File: src/rtl/lcd_text_streamer_pkg.sv
// Shared constants, opcodes and state types for the lcd16x2 text front end.
package lcd16x2_pkg;

  localparam logic [1:0] OPS_CMD  = 2'd0;
  localparam logic [1:0] OPS_DATA = 2'd1;

  localparam logic [7:0] CMD_CLEAR     = 8'h01;
  localparam logic [7:0] CMD_SET_DDRAM = 8'h80;

  localparam logic [7:0] CHAR_LF = 8'h0A;
  localparam logic [7:0] CHAR_CR = 8'h0D;
  localparam logic [7:0] CHAR_FF = 8'h0C;

  typedef enum logic [1:0] {
    ST_IDLE      = 2'd0,
    ST_WAIT_ACK  = 2'd1,
    ST_WAIT_DONE = 2'd2
  } state_e;

  // What the transaction in flight does to the cursor once lcd16x2 completes it.
  typedef enum logic [2:0] {
    KIND_DATA = 3'd0,
    KIND_WRAP = 3'd1,
    KIND_LF   = 3'd2,
    KIND_CR   = 3'd3,
    KIND_FF   = 3'd4
  } kind_e;

  function automatic logic [7:0] ddram_cmd(input logic [7:0] base);
    return CMD_SET_DDRAM | base;
  endfunction

endpackage

File: src/rtl/lcd_text_streamer_fifo.sv
// Single-clock byte FIFO feeding the text streamer; pointers wrap modulo DEPTH.
module lcd_text_fifo #(
  parameter int DEPTH = 16,
  parameter int WIDTH = 8
) (
  input  logic                     clk_i,
  input  logic                     rst_ni,
  input  logic                     push_i,
  input  logic [WIDTH-1:0]         data_i,
  input  logic                     pop_i,
  output logic [WIDTH-1:0]         data_o,
  output logic                     full_o,
  output logic                     empty_o,
  output logic [$clog2(DEPTH):0]   count_o
);

  localparam int AW = $clog2(DEPTH);
  localparam int CW = AW + 1;

  logic [WIDTH-1:0] mem_q [DEPTH];
  logic [AW-1:0]    wr_ptr_q, rd_ptr_q;
  logic [CW-1:0]    count_q;
  logic             push_ok_s, pop_ok_s;

  assign full_o    = (count_q == CW'(DEPTH));
  assign empty_o   = (count_q == {CW{1'b0}});
  assign push_ok_s = push_i && !full_o;
  assign pop_ok_s  = pop_i && !empty_o;
  assign data_o    = mem_q[rd_ptr_q];
  assign count_o   = count_q;

  // Storage is not reset: clearing the pointers makes stale entries unreachable.
  always_ff @(posedge clk_i) begin
    if (push_ok_s) begin
      mem_q[wr_ptr_q] <= data_i;
    end
  end

  always_ff @(posedge clk_i or negedge rst_ni) begin
    if (!rst_ni) begin
      wr_ptr_q <= {AW{1'b0}};
      rd_ptr_q <= {AW{1'b0}};
      count_q  <= {CW{1'b0}};
    end else begin
      if (push_ok_s) wr_ptr_q <= wr_ptr_q + AW'(1);
      if (pop_ok_s)  rd_ptr_q <= rd_ptr_q + AW'(1);
      case ({push_ok_s, pop_ok_s})
        2'b10:   count_q <= count_q + CW'(1);
        2'b01:   count_q <= count_q - CW'(1);
        default: count_q <= count_q;
      endcase
    end
  end

endmodule

File: src/rtl/lcd_text_streamer.sv
// Streams buffered ASCII bytes into lcd16x2, tracking the cursor and wrapping lines.
// Define LCD_TEXT_CTRL_EN to issue LF/CR/FF as cursor commands instead of data.
module lcd_text_streamer
  import lcd16x2_pkg::*;
#(
  parameter int         FIFO_DEPTH = 16,
  parameter int         COLS       = 16,
  parameter logic [7:0] LINE1_ADDR = 8'h40
) (
  input  logic                          clk_i,
  input  logic                          rst_ni,
  input  logic [7:0]                    s_data_i,
  input  logic                          s_valid_i,
  output logic                          s_ready_o,
  output logic [7:0]                    lcd_data_o,
  output logic [1:0]                    lcd_ops_o,
  output logic                          lcd_enb_o,
  output logic                          lcd_rst_o,
  input  logic                          lcd_rdy_i,
  output logic [$clog2(FIFO_DEPTH):0]   fifo_count_o,
  output logic                          busy_o
);

  localparam int               COL_W    = (COLS > 1) ? $clog2(COLS) : 1;
  localparam logic [COL_W-1:0] COL_LAST = COL_W'(COLS - 1);

  state_e           state_q, state_d;
  kind_e            kind_q, kind_d;
  logic [7:0]       data_q, data_d;
  logic [1:0]       ops_q, ops_d;
  logic             enb_q, enb_d;
  logic             lcd_rst_q;
  logic [COL_W-1:0] col_q, col_d;
  logic             line_q, line_d;
  logic             wrap_pend_q, wrap_pend_d;
  logic [7:0]       wrap_cmd_q, wrap_cmd_d;

  logic [7:0]       fifo_head_s;
  logic             fifo_full_s, fifo_empty_s;
  logic             push_s, pop_s;

  assign s_ready_o  = rst_ni && !lcd_rst_q && !fifo_full_s;
  assign push_s     = s_valid_i && s_ready_o;
  assign lcd_data_o = data_q;
  assign lcd_ops_o  = ops_q;
  assign lcd_enb_o  = enb_q;
  assign lcd_rst_o  = lcd_rst_q;
  assign busy_o     = !fifo_empty_s || (state_q != ST_IDLE) || wrap_pend_q;

  lcd_text_fifo #(
    .DEPTH (FIFO_DEPTH),
    .WIDTH (8)
  ) u_fifo (
    .clk_i   (clk_i),
    .rst_ni  (rst_ni),
    .push_i  (push_s),
    .data_i  (s_data_i),
    .pop_i   (pop_s),
    .data_o  (fifo_head_s),
    .full_o  (fifo_full_s),
    .empty_o (fifo_empty_s),
    .count_o (fifo_count_o)
  );

  // One-cycle re-initialisation pulse towards lcd16x2 after every reset release.
  always_ff @(posedge clk_i or negedge rst_ni) begin
    if (!rst_ni) lcd_rst_q <= 1'b1;
    else         lcd_rst_q <= 1'b0;
  end

  always_comb begin
    state_d     = state_q;
    kind_d      = kind_q;
    data_d      = data_q;
    ops_d       = ops_q;
    enb_d       = enb_q;
    col_d       = col_q;
    line_d      = line_q;
    wrap_pend_d = wrap_pend_q;
    wrap_cmd_d  = wrap_cmd_q;
    pop_s       = 1'b0;
    case (state_q)
      ST_IDLE: begin
        if (wrap_pend_q && lcd_rdy_i) begin
          data_d      = wrap_cmd_q;
          ops_d       = OPS_CMD;
          kind_d      = KIND_WRAP;
          enb_d       = 1'b1;
          wrap_pend_d = 1'b0;
          state_d     = ST_WAIT_ACK;
        end else if (!fifo_empty_s && lcd_rdy_i) begin
          pop_s   = 1'b1;
          data_d  = fifo_head_s;
          ops_d   = OPS_DATA;
          kind_d  = KIND_DATA;
          enb_d   = 1'b1;
          state_d = ST_WAIT_ACK;
`ifdef LCD_TEXT_CTRL_EN
          case (fifo_head_s)
            CHAR_LF: begin
              data_d = ddram_cmd(line_q ? 8'h00 : LINE1_ADDR);
              ops_d  = OPS_CMD;
              kind_d = KIND_LF;
            end
            CHAR_CR: begin
              data_d = ddram_cmd(line_q ? LINE1_ADDR : 8'h00);
              ops_d  = OPS_CMD;
              kind_d = KIND_CR;
            end
            CHAR_FF: begin
              data_d = CMD_CLEAR;
              ops_d  = OPS_CMD;
              kind_d = KIND_FF;
            end
            default: kind_d = KIND_DATA;
          endcase
`endif
        end else begin
          state_d = ST_IDLE;
        end
      end
      ST_WAIT_ACK: begin
        if (!lcd_rdy_i) begin
          enb_d   = 1'b0;
          state_d = ST_WAIT_DONE;
        end else begin
          enb_d   = 1'b1;
        end
      end
      ST_WAIT_DONE: begin
        if (lcd_rdy_i) begin
          state_d = ST_IDLE;
          // Cursor moves only once lcd16x2 has finished the transaction.
          case (kind_q)
            KIND_DATA: begin
              if (col_q == COL_LAST) begin
                col_d       = {COL_W{1'b0}};
                line_d      = !line_q;
                wrap_pend_d = 1'b1;
                wrap_cmd_d  = ddram_cmd(line_q ? 8'h00 : LINE1_ADDR);
              end else begin
                col_d       = col_q + COL_W'(1);
              end
            end
            KIND_LF: begin
              col_d  = {COL_W{1'b0}};
              line_d = !line_q;
            end
            KIND_CR: col_d = {COL_W{1'b0}};
            KIND_FF: begin
              col_d  = {COL_W{1'b0}};
              line_d = 1'b0;
            end
            default: col_d = col_q;
          endcase
        end else begin
          state_d = ST_WAIT_DONE;
        end
      end
      default: begin
        state_d = ST_IDLE;
        enb_d   = 1'b0;
      end
    endcase
  end

  // FSM, output and cursor registers.
  always_ff @(posedge clk_i or negedge rst_ni) begin
    if (!rst_ni) begin
      state_q     <= ST_IDLE;
      kind_q      <= KIND_DATA;
      data_q      <= 8'h00;
      ops_q       <= OPS_CMD;
      enb_q       <= 1'b0;
      col_q       <= {COL_W{1'b0}};
      line_q      <= 1'b0;
      wrap_pend_q <= 1'b0;
      wrap_cmd_q  <= 8'h00;
    end else begin
      state_q     <= state_d;
      kind_q      <= kind_d;
      data_q      <= data_d;
      ops_q       <= ops_d;
      enb_q       <= enb_d;
      col_q       <= col_d;
      line_q      <= line_d;
      wrap_pend_q <= wrap_pend_d;
      wrap_cmd_q  <= wrap_cmd_d;
    end
  end

endmodule
File: config.mk
export PLATFORM = sky130hd
export DESIGN_NAME = lcd_text_streamer
export DESIGN_NICKNAME = d
export VERILOG_FILES = /design/src/rtl/lcd_text_streamer_pkg.sv /design/src/rtl/lcd_text_streamer_fifo.sv /design/src/rtl/lcd_text_streamer.sv
export SDC_FILE = /design/constraint.sdc
export NUM_CORES = 1
export LEC_CHECK = 0
export BUFFER_PORTS_ARGS = -buffer_cell sky130_fd_sc_hd__buf_2
export CAP_MARGIN = 20
export CORE_ASPECT_RATIO = 1.2
export CORE_MARGIN = 2
export CORE_UTILIZATION = 45
export CTS_BUF_LIST = sky130_fd_sc_hd__clkbuf_8 sky130_fd_sc_hd__clkbuf_16
export DETAILED_ROUTE_END_ITERATION = 10
export SLEW_MARGIN = 40
export SYNTH_ARGS = -nofsm -noshare
export SYNTH_HDL_FRONTEND = slang
export SYNTH_SLANG_ARGS = --single-unit
export TNS_END_PERCENT = 1
File: constraint.sdc
create_clock -name clk_i -period 3.9 [get_ports clk_i]
set_input_delay 0 -clock clk_i [delete_from_list [all_inputs] [get_ports clk_i]]
set_output_delay 0 -clock clk_i [all_outputs]
set_load 0.01 [all_outputs]
==> metrics.cfg <==
[finish]
fin_cells = 597
layout_commonest_cell = edfxtp_1
n_antenna_cell = 0
nets = 432
layout_common_cells = edfxtp_1, dfrtp_1, mux4_2
fill_cells = 1147
fin_util = 0.533
syn2layout_area_growth_pct = 16.5
layout-drive-gt1-share = 0.282

[worst_setup_path]
cpMostUsedCell = nor2_1
cpLargestDelayFamily = simple AND/OR/NAND/NOR gates
startpoint_type = register
reg2reg_depth = 10
cp.arrival_ns = 3.23
r2r_start = u_fifo.count_o[0]
worst-path-buf-inv = 0
crit_type = register to register
slowest_stage = or4_4
slowest_delay_ns = 0.57
ff2ff_setup_slack_ns = 0.98
cp_max_fo = 13
worstPathRequired_ns = 4.21
worstPathCellList = or4_4 -> nor2_1 -> nor3_4 -> ha_1 -> fa_1 -> a21o_1 -> a21oi_1 -> xor2_1 -> nor2_1 -> xnor2_1
timing.rr.end = u_fifo.count_o[4]
endpoint_kind = register

[grt]
grt_pass1_wl_um = 19500
grt_overflow = 0
grt_max_degree = 36
grt_pass1_vias = 3433
grt_use_total = 0.178
antenna_found_initial = 0

[clocking]
clockRootBuffer = clkbuf_16
cts_resized = 0
clk_pin_slew_ns = 0.06
cts_inserted_buffers = 17
cts_tree = done
cts_buffer_depth = 2
clkSinkCount = 163
post_cts_buffers = 0
h-tree-depth = 4
ctsHoldBuffers = 11
insertion_delay_ns = 0.43

[routing]
viasPerCell = 5.50
route.detailed.drc = 0
finalWirelength_um = 12600
drtAntennaViolNets = 0
firstDrtPassIters = 4
vias = 3283
drt_iter0_drc = 303
avgRoutedWirePerCell_um = 21.2

[sta]
slew_headroom = 0.521
fin_worst_skew_ns = 0.0106
timing.hold.ws_ns = 0.168
rsz0062_at_grt = false
timing.fmax_mhz = 343
min_period_ns = 2.92
slew_violations = 0
min_period_over_period = 0.749
worst_slew_pin_slew_ns = 0.717
finalHoldViolations = 0
tns_ns = 0
setup_violations = 0

[synthesis]
yosysWarningCount = 0
synth.ff_latch_count = 163
ys_types = 43
ys_seq_area_frac = 0.722
synth_enable_flop_cells = 128
synth_async_sr_flop_share = 0.215
syn_area_mm2 = 0.00654
syn_inst = 366
syn_area_per_cell_um2 = 17.9
synth-main-ff-cell = edfxtp_1

[die]
die_w_um = 114
io_pins = 31
die-area_mm2 = 0.0155
core_area_mm2 = 0.0143
rows = 48
start_util = 0.457
die_h_um = 136

[min_path]
hold_path_class = input port to async pin

[power_and_ir_drop]
cellPowerDensity_mw_per_mm2 = 695
max-vdd-ir-drop_uv = 307
power.total_mw = 5.30
p_leak_nw = 2.72

[job]
cap_violations = 0

[placement]
numPortBuffers = 29
dp_hpwl_um = 8050
gp_congestion = 0.779
placed_cells = 554

[outcome]
status = completed

## power by group
group | total (mW) | switching, mW | internal [mW]
clock network | 1.66 | 0.660 | 1.00
registers | 2.37 | 0.318 | 2.06
logic | 1.26 | 0.607 | 0.655
total | 5.30 | 1.58 | 3.71
## synthesized netlist by cell type, types with 2 or more instances
cell type    n  area share
nand2b_1     3      0.0029
nand2_1     24       0.014
nor2_1      18       0.010
a21o_1       4      0.0046
or3_1        2      0.0019
mux2_2       3      0.0052
ha_1        10       0.019
nor2b_1      3      0.0029
mux4_2      31        0.11
clkbuf_1    10      0.0057
xnor2_1     11       0.015
a22oi_1     14       0.016
o21ai_0      7      0.0054
buf_1        2      0.0011
inv_1        8      0.0046
buf_2        4      0.0031
a21oi_1      4      0.0031
buf_4        4      0.0046
and2_1       3      0.0029
a32oi_1      2      0.0027
nor3_1       5      0.0038
nand4_1      3      0.0029
a41oi_1      2      0.0027
a22o_1       7      0.0094
xor2_1       4      0.0054
edfxtp_1   128        0.59
dfrtp_1     34        0.13
## area by class of cell
type                    count  area (um2)  area share
well taps                 175         219      0.0287
repair buffers             44         285      0.0375
flip-flops and latches    163        4730       0.621
clock inverters            15         166      0.0218
multi-input cells         175        1760       0.232
clock buffers              17         425      0.0559
inverters                   8        30.0     0.00394
## worst max path at each step
stage                                    to              start  cells past startpoint  slack (ns)
after floorplan           u_fifo.count_o[4]  u_fifo.count_o[0]                     12        1.01
after global placement    u_fifo.count_o[4]  u_fifo.count_o[0]                     10        1.03
after detailed placement  u_fifo.count_o[4]  u_fifo.count_o[0]                     10        0.95
after CTS                 u_fifo.count_o[4]  u_fifo.count_o[0]                     10        0.95
after global routing      u_fifo.count_o[4]  u_fifo.count_o[0]                     10        0.79
final                     u_fifo.count_o[4]  u_fifo.count_o[0]                     10        0.98
## layer usage
layer	GRT usage	wire length, um	vias up
met5	0	0	-
met4	0.0698	250	0
met3	0.0513	561	15
met2	0.292	6570	79
met1	0.225	5270	1676
li1	-	-	1513
## stage by stage
step           area (um2)  setup WS [ns]
6_report             7620          0.981
5_1_grt              7620          0.792
4_1_cts              7600          0.947
3_5_place_dp         6900          0.955
3_3_place_gp         6850           1.03
2_1_floorplan        6540           1.01
## worst min-delay path: stages
cell and delay, ns:
dlygate4sd3_1 0.52, buf_2 0.11, buf_4 0.39
## sequential cells by signal, summed over array words and instances, names as in the netlist, 2 cells and up
name	count
col_q	4
lcd_data_o	8
state_q	2
u_fifo.count_o	5
u_fifo.mem_q	128
u_fifo.rd_ptr_q	4
u_fifo.wr_ptr_q	4
wrap_cmd_q	2
## cells by family (layout without fill, tap and decap cells)
logic type,Yosys count,in the layout,synth area share
xor gates and xnor gates,15,15,0.0201
other,1,2,0.000574
adders and majority gates,11,11,0.0222
and+or+nand+nor,68,68,0.0517
buffers and inverters,29,84,0.0209
AOI/OAI and AO/OA,44,44,0.0488
muxes,35,35,0.114
DFF,163,163,0.722
(Power assumes the default switching activity.)
